### config.mk
export PLATFORM = sky130hd
export DESIGN_NAME = pixel_plot_sink_flat
export DESIGN_NICKNAME = d
export VERILOG_FILES = /design/src/rtl/heli_pkg.sv /design/src/rtl/pixel_plot_sink_if.sv /design/src/rtl/pixel_fifo.sv /design/src/rtl/pixel_plot_sink.sv /design/src/flat_wrapper.sv
export SDC_FILE = /design/constraint.sdc
export NUM_CORES = 1
export LEC_CHECK = 0
export ABC_AREA = 1
export BUFFER_PORTS_ARGS = -buffer_cell sky130_fd_sc_hd__buf_2
export CAP_MARGIN = 20
export CORE_AREA = 2 2 219 221
export DETAILED_ROUTE_END_ITERATION = 7
export DIE_AREA = 0 0 221 223
export GPL_TIMING_DRIVEN = 0
export SETUP_SLACK_MARGIN = 0.1
export SLEW_MARGIN = 20
export SYNTH_ARGS = -nofsm -noshare
export SYNTH_HDL_FRONTEND = slang
export SYNTH_SLANG_ARGS = --single-unit
export TNS_END_PERCENT = 5
### constraint.sdc
create_clock -name clock -period 2.74 [get_ports clock]
set_input_delay 0.548 -clock clock [delete_from_list [all_inputs] [get_ports clock]]
set_output_delay 0.548 -clock clock [all_outputs]
set_load 0.1 [all_outputs]
### src/rtl/heli_pkg.sv
// Shared widths, colours, frame FSM encodings and the pixel record for the plot sink.
// Latency: n/a (types and constants only).
// Backpressure: n/a.
package heli_pkg;

  localparam int X_W     = 8;
  localparam int Y_W     = 7;
  localparam int COLOR_W = 3;

  localparam logic [COLOR_W-1:0] COL_BLACK = 3'b000;
  localparam logic [COLOR_W-1:0] COL_RED   = 3'b100;
  localparam logic [COLOR_W-1:0] COL_WHITE = 3'b111;

  typedef enum logic [1:0] {
    ST_IDLE  = 2'd0,
    ST_DRAIN = 2'd1,
    ST_DONE  = 2'd2
  } state_t;

  // One buffered pixel; packed so it maps straight onto an 18-bit FIFO word.
  typedef struct packed {
    logic [X_W-1:0]     x;
    logic [Y_W-1:0]     y;
    logic [COLOR_W-1:0] color;
  } pixel_t;

endpackage

### src/rtl/pixel_plot_sink_if.sv
// Pixel stream from a sprite drawer plus the plot port towards the vga_adapter.
// Latency: n/a (wiring only).
// Backpressure: in_ready gates in_en; the plot side has no backpressure.
// Ports: master = drawer/bench side, slave = pixel_plot_sink side.
interface pixel_plot_sink_if;
  import heli_pkg::*;

  logic [X_W-1:0]     in_x;
  logic [Y_W-1:0]     in_y;
  logic [COLOR_W-1:0] in_color;
  logic               in_en;
  logic               in_done;
  logic               in_ready;
  logic [X_W-1:0]     plot_x;
  logic [Y_W-1:0]     plot_y;
  logic [COLOR_W-1:0] plot_color;
  logic               plot;

  modport master (
    output in_x, in_y, in_color, in_en, in_done,
    input  in_ready, plot_x, plot_y, plot_color, plot
  );

  modport slave (
    input  in_x, in_y, in_color, in_en, in_done,
    output in_ready, plot_x, plot_y, plot_color, plot
  );

endinterface

### src/rtl/pixel_fifo.sv
// Synchronous DEPTH x W FIFO with registered occupancy count.
// Latency: a word written at edge N is visible on dout after edge N (show-ahead).
// Backpressure: push ignored while full, pop ignored while empty.
// Ports: clock, reset, push, pop, din, dout, full, empty, fill.
module pixel_fifo #(
  parameter int DEPTH = 16,
  parameter int W     = 18
) (
  input  logic                   clock,
  input  logic                   reset,
  input  logic                   push,
  input  logic                   pop,
  input  logic [W-1:0]           din,
  output logic [W-1:0]           dout,
  output logic                   full,
  output logic                   empty,
  output logic [$clog2(DEPTH):0] fill
);

  localparam int AW = $clog2(DEPTH);
  localparam logic [AW:0] FULL_CNT = (AW+1)'(DEPTH);

  logic [W-1:0]  mem [DEPTH];
  logic [AW-1:0] wr_ptr;
  logic [AW-1:0] rd_ptr;
  logic          do_push;
  logic          do_pop;

  assign full    = (fill == FULL_CNT);
  assign empty   = (fill == '0);
  assign do_push = push && !full;
  assign do_pop  = pop && !empty;
  assign dout    = mem[rd_ptr];

  // Pointers wrap naturally; the wider fill count tells full from empty.
  always_ff @(posedge clock or posedge reset) begin
    if (reset) begin
      wr_ptr <= '0;
      rd_ptr <= '0;
      fill   <= '0;
    end else begin
      if (do_push) wr_ptr <= wr_ptr + 1'b1;
      if (do_pop)  rd_ptr <= rd_ptr + 1'b1;
      case ({do_push, do_pop})
        2'b10:   fill <= fill + 1'b1;
        2'b01:   fill <= fill - 1'b1;
        default: fill <= fill;
      endcase
    end
  end

  always_ff @(posedge clock) begin
    if (do_push) mem[wr_ptr] <= din;
  end

endmodule

### src/rtl/pixel_plot_sink.sv
// Buffers drawer pixels and replays them to the vga plot port; flags heli collisions; reports frame done.
// Latency: pixel accepted at edge N is plotted after edge N+1 when it is at the FIFO head.
// Backpressure: in_ready = FIFO not full (registered fill, no bypass); plot side drains one pixel per clock.
// Ports: clock, reset, bus (slave: in_* stream, plot_* port), heli_x/heli_y, clear_hit, hit, frame_done, fill.
module pixel_plot_sink
  import heli_pkg::*;
#(
  parameter int                 DEPTH     = 16,
  parameter int                 HELI_W    = 8,
  parameter int                 HELI_H    = 5,
  parameter logic [COLOR_W-1:0] HIT_COLOR = COL_RED
) (
  input  logic                   clock,
  input  logic                   reset,
  pixel_plot_sink_if.slave       bus,
  input  logic [X_W-1:0]         heli_x,
  input  logic [Y_W-1:0]         heli_y,
  input  logic                   clear_hit,
  output logic                   hit,
  output logic                   frame_done,
  output logic [$clog2(DEPTH):0] fill
);

  pixel_t     head;
  logic       fifo_full;
  logic       fifo_empty;
  logic       accept;
  logic       pop_go;
  logic       in_box;
  logic [X_W:0] x_end;
  logic [Y_W:0] y_end;
  state_t     state;

  assign bus.in_ready = !fifo_full;
  assign accept       = bus.in_en && bus.in_ready;
  assign pop_go       = !fifo_empty;

  pixel_fifo #(
    .DEPTH (DEPTH),
    .W     ($bits(pixel_t))
  ) u_fifo (
    .clock (clock),
    .reset (reset),
    .push  (accept),
    .pop   (pop_go),
    .din   ({bus.in_x, bus.in_y, bus.in_color}),
    .dout  (head),
    .full  (fifo_full),
    .empty (fifo_empty),
    .fill  (fill)
  );

  // Plot register: coordinates hold their last value while the FIFO is empty.
  always_ff @(posedge clock or posedge reset) begin
    if (reset) begin
      bus.plot_x     <= '0;
      bus.plot_y     <= '0;
      bus.plot_color <= '0;
      bus.plot       <= 1'b0;
    end else if (pop_go) begin
      bus.plot_x     <= head.x;
      bus.plot_y     <= head.y;
      bus.plot_color <= head.color;
      bus.plot       <= 1'b1;
    end else begin
      bus.plot       <= 1'b0;
    end
  end

  // Box upper bounds carry one extra bit so a box near the screen edge does not wrap to 0.
  assign x_end  = {1'b0, heli_x} + (X_W+1)'(HELI_W);
  assign y_end  = {1'b0, heli_y} + (Y_W+1)'(HELI_H);
  assign in_box = (bus.in_color == HIT_COLOR)
               && (bus.in_x >= heli_x) && ({1'b0, bus.in_x} < x_end)
               && (bus.in_y >= heli_y) && ({1'b0, bus.in_y} < y_end);

  // Sticky hit; a new collision in the same cycle as clear_hit keeps the flag set.
  always_ff @(posedge clock or posedge reset) begin
    if (reset)                  hit <= 1'b0;
    else if (accept && in_box)  hit <= 1'b1;
    else if (clear_hit)         hit <= 1'b0;
  end

  // Frame FSM: DONE only once the drawer is done, the FIFO is empty and nothing is arriving.
  always_ff @(posedge clock or posedge reset) begin
    if (reset) begin
      state      <= ST_IDLE;
      frame_done <= 1'b0;
    end else begin
      case (state)
        ST_IDLE: begin
          if (bus.in_done) state <= ST_DRAIN;
        end
        ST_DRAIN: begin
          if (!bus.in_done) begin
            state <= ST_IDLE;
          end else if ((fill == '0) && !accept) begin
            state      <= ST_DONE;
            frame_done <= 1'b1;
          end
        end
        ST_DONE: begin
          if (!bus.in_done) begin
            state      <= ST_IDLE;
            frame_done <= 1'b0;
          end else if (accept) begin
            state      <= ST_DRAIN;
            frame_done <= 1'b0;
          end
        end
        default: begin
          state      <= ST_IDLE;
          frame_done <= 1'b0;
        end
      endcase
    end
  end

endmodule

### src/flat_wrapper.sv
// flat-port wrapper written by rule: the top's interface ports become plain ports
module pixel_plot_sink_flat import heli_pkg::*;
#(
  parameter int                 DEPTH     = 16,
  parameter int                 HELI_W    = 8,
  parameter int                 HELI_H    = 5,
  parameter logic [COLOR_W-1:0] HIT_COLOR = COL_RED
)
  (clock, reset, heli_x, heli_y, clear_hit, hit, frame_done, fill, bus_in_x, bus_in_y, bus_in_color, bus_in_en, bus_in_done, bus_in_ready, bus_plot_x, bus_plot_y, bus_plot_color, bus_plot);
  pixel_plot_sink_if bus_i ();
  input  logic clock;
  input  logic reset;
  input  logic [X_W-1:0] heli_x;
  input  logic [Y_W-1:0] heli_y;
  input  logic clear_hit;
  output logic hit;
  output logic frame_done;
  output logic [$clog2(DEPTH):0] fill;
  input wire logic [$bits(bus_i.in_x)-1:0] bus_in_x;
  input wire logic [$bits(bus_i.in_y)-1:0] bus_in_y;
  input wire logic [$bits(bus_i.in_color)-1:0] bus_in_color;
  input wire logic [$bits(bus_i.in_en)-1:0] bus_in_en;
  input wire logic [$bits(bus_i.in_done)-1:0] bus_in_done;
  output wire logic [$bits(bus_i.in_ready)-1:0] bus_in_ready;
  output wire logic [$bits(bus_i.plot_x)-1:0] bus_plot_x;
  output wire logic [$bits(bus_i.plot_y)-1:0] bus_plot_y;
  output wire logic [$bits(bus_i.plot_color)-1:0] bus_plot_color;
  output wire logic [$bits(bus_i.plot)-1:0] bus_plot;
  assign bus_i.in_x = bus_in_x;
  assign bus_i.in_y = bus_in_y;
  assign bus_i.in_color = bus_in_color;
  assign bus_i.in_en = bus_in_en;
  assign bus_i.in_done = bus_in_done;
  assign bus_in_ready = bus_i.in_ready;
  assign bus_plot_x = bus_i.plot_x;
  assign bus_plot_y = bus_i.plot_y;
  assign bus_plot_color = bus_i.plot_color;
  assign bus_plot = bus_i.plot;
  pixel_plot_sink #(.DEPTH(DEPTH), .HELI_W(HELI_W), .HELI_H(HELI_H), .HIT_COLOR(HIT_COLOR)) u_core (.clock(clock), .reset(reset), .bus(bus_i), .heli_x(heli_x), .heli_y(heli_y), .clear_hit(clear_hit), .hit(hit), .frame_done(frame_done), .fill(fill));
endmodule
==> results.ini <==
[synthesis]
synth_cells = 1171
synth_compound_area_share_pct = 10.3
ys_ff_latch = 324
synth-simple-area-share_pct = 12.4
avgSynthCellArea_um2 = 11.9
synthAdderAreaFrac_pct = 3.66
yosys.area.top_type = edfxtp_1
synth.area.mux_share_pct = 0
synth_top_family_by_area = simple AND/OR/NAND/NOR gates
synth_area_leaders = edfxtp_1 62%, nor2_1 6.5%, dfrtp_1 6.5%, o21ai_0 4.5%, o211ai_1 3.9%
synth_top_area_share_pct = 62.3
synth-seq-area-share_pct = 68.8
synth_cell_types = 34
syn-num-nets = 1249
yosysWarnings = 0
synth_xor_area_share_pct = 1.07
syn_area_mm2 = 0.0139

[run]
drv_cap = 0

[placement]
dpl_cell_area_mm2 = 0.0152
dpl.cell_count = 1854
dp_hpwl_mm = 25.6
gp_congestion = 0.806
pre_cts_ws_ns = -0.164
io_buffers = 64

[grt]
antenna_found_initial = 0
grt_pass1_wl_mm = 55.8
grt_max_degree = 24
grt_pass1_vias = 9090
grt_use_total_pct = 14.9
grt_remaining_overflow = 0

[clock_network]
clkSinkCount = 324
clk_latency_ns = 0.52
holdBufCountCts = 0
h-tree-depth = 2
cts_tree = yes
numCtsBuffers = 35
post_cts_buffers = 0
cts_root_buffer = clkbuf_16
clock_path_buffers = 3
path_clk_slew_ns = 0.06

[routing]
routed_wl_mm = 37.4
ant_nets = 0
drtPass1Iterations = 5
viasPerCell = 4.91
route.detailed.drc = 0
wire_per_inst_um = 19.5
num_vias = 9420
drt_iter0_markers = 773

[worst_setup_path]
required_ns = 3.16
critPathArrivalTime_ns = 2.94
crit_type = flip-flop to flip-flop
critPathCaptureType = flip-flop
ff2ff_path_depth = 10
cp_cell_sequence = nor2_4, nand3_4, buf_6, ha_4, ha_1, a21oi_1, o21bai_1, or2_2, nand2_1, xor2_1
cp-start-kind = flip-flop
crit_fanout = 11
slowest_stage = dfrtp_4
cpPeakStageDelay_ns = 0.51

[sta]
drv_slew = 0
skew_ns = 0.0181
timing.final.hold_violations = 0
tightestPinTransition_ns = 1.13
fmax_mhz = 398
min_period_ns = 2.51
fin_crit_sh_pct = 91.7
slew_headroom_pct = 24.6
setup_viol = 0
rsz0062_at_grt = false
fin_hold_ws_ns = 0.0239
setup_slack_ns = 0.227

[final_layout]
antenna_cells = 0
design_area_mm2 = 0.0164
layout-drive-gt1-share_pct = 14.4
instances_no_fill = 1917
syn2layout_area_growth_pct = 18.0
fin_nets = 1354
final_cell_mix = 288 x edfxtp_1, 225 x nor2_1, 128 x nand2_1, 126 x o21ai_0, 82 x buf_2
final_common_cell = edfxtp_1

[power]
p_leak_uw = 0.00591
ir_drop_v = 0.000519
p_per_area_mw_per_mm2 = 1140

[floorplan]
pin_count = 65
dieArea_mm2 = 0.0493
core_mm2 = 0.0471
initial_utilization_pct = 29.4
die_h_um = 223
rows = 80
die_w_um = 221

[min_path]
hold_class = input port to asynchronous set/reset pin

[run_status]
outcome = complete, no violations

[through the flow]
| step | TNS, ns | total power [uW] | utilization, % |
|---|---|---|---|
| after floorplan | 0 | 11600 | - |
| after global placement | -0.884 | 13800 | 32.0 |
| after detailed placement | -0.164 | 14000 | 32.2 |
| after CTS | 0 | 18700 | 34.7 |
| after global routing | 0 | 19600 | 34.7 |
| final | 0 | 18700 | 34.7 |
[state kept, by name (all words and copies together), names as in the netlist]
signal	flops
u_core.bus.plot_color	3
u_core.frame_done	1
u_core.u_fifo.wr_ptr	4
u_core.u_fifo.mem	288
u_core.state	2
u_core.u_fifo.fill	5
u_core.bus.plot_x	8
u_core.bus.plot	1
u_core.hit	1
u_core.bus.plot_y	7
u_core.u_fifo.rd_ptr	4
[logic make-up after synthesis]
family / count (synthesis)
and+or+nand+nor: 433
xor gates and xnor gates: 17
DFF: 324
AOI/OAI and AO/OA: 245
buffers and inverters: 112
adders and majority gates: 40
[what timing repair did]
action                                  4_1_cts  5_1_grt
resized for setup                             3        1
pin swaps                                     0        0
endpoints found under the setup margin        2        1
[final timing paths]
path / from / end / slack (ns)
hold / removal: reset / u_core.state[1] / 0.02
setup reg to reg: u_core.u_fifo.fill[1] / u_core.u_fifo.fill[4] / 0.23
max in group asynchronous: reset / u_core.bus.plot_x[1] / 2.23
setup / recovery: u_core.u_fifo.fill[1] / u_core.u_fifo.fill[4] / 0.23
min in group clock: clear_hit / u_core.hit / 0.27
hold reg to reg: u_core.bus.plot_y[5] / u_core.bus.plot_y[5] / 0.47
[cell usage after synthesis, drive strengths merged]
cell type	number
a21o	1
nand3	51
dfrtp	36
o21bai	2
xnor2	1
o21ai	152
clkinv	1
ha	39
nor2	241
a21oi	13
a21boi	1
o21a	2
clkbuf	25
fa	1
nor3b	1
nand4	6
buf	36
o211ai	73
or2	1
nor3	4
inv	50
edfxtp	288
a22oi	1
xor2	16
nand2	129
[per-layer routing]
metal	GRT usage (%)	wire length, um	vias up
met2	25.2	18100	321
met4	4.91	958	0
met1	19.8	16000	4666
li1	-	-	4377
met5	0	0	-
met3	2.04	2340	56
[layout make-up]
class | count | area [um2]
multi-input combinational | 735 | 3970
timing repair buffer | 68 | 385
sequential | 324 | 9570
inverter | 51 | 191
fill | 4590 | 30800
clock inverter | 19 | 203
tap | 615 | 769
buffer | 61 | 348
clock buffer | 44 | 952
[critical path, delay by kind of cell, from the launching register on]
kind                     cells  cell delay [ns]
AND/OR/NAND/NOR              4             0.71
AO/OA/AOI/OAI                2             0.29
buffers and inverters        1             0.22
adder cells (fa/ha/maj)      2             0.52
flip-flops                   1             0.51
XOR/XNOR                     1             0.16
[power breakdown]
group | switching, uW | internal [uW] | leakage, uW
sequential | 273 | 6130 | 0.00303
combinational | 5660 | 1870 | 0.00232
clock | 1910 | 2850 | 0.000565
total | 7840 | 10800 | 0.00591
No activity file was read; power rests on OpenSTA's default activity.
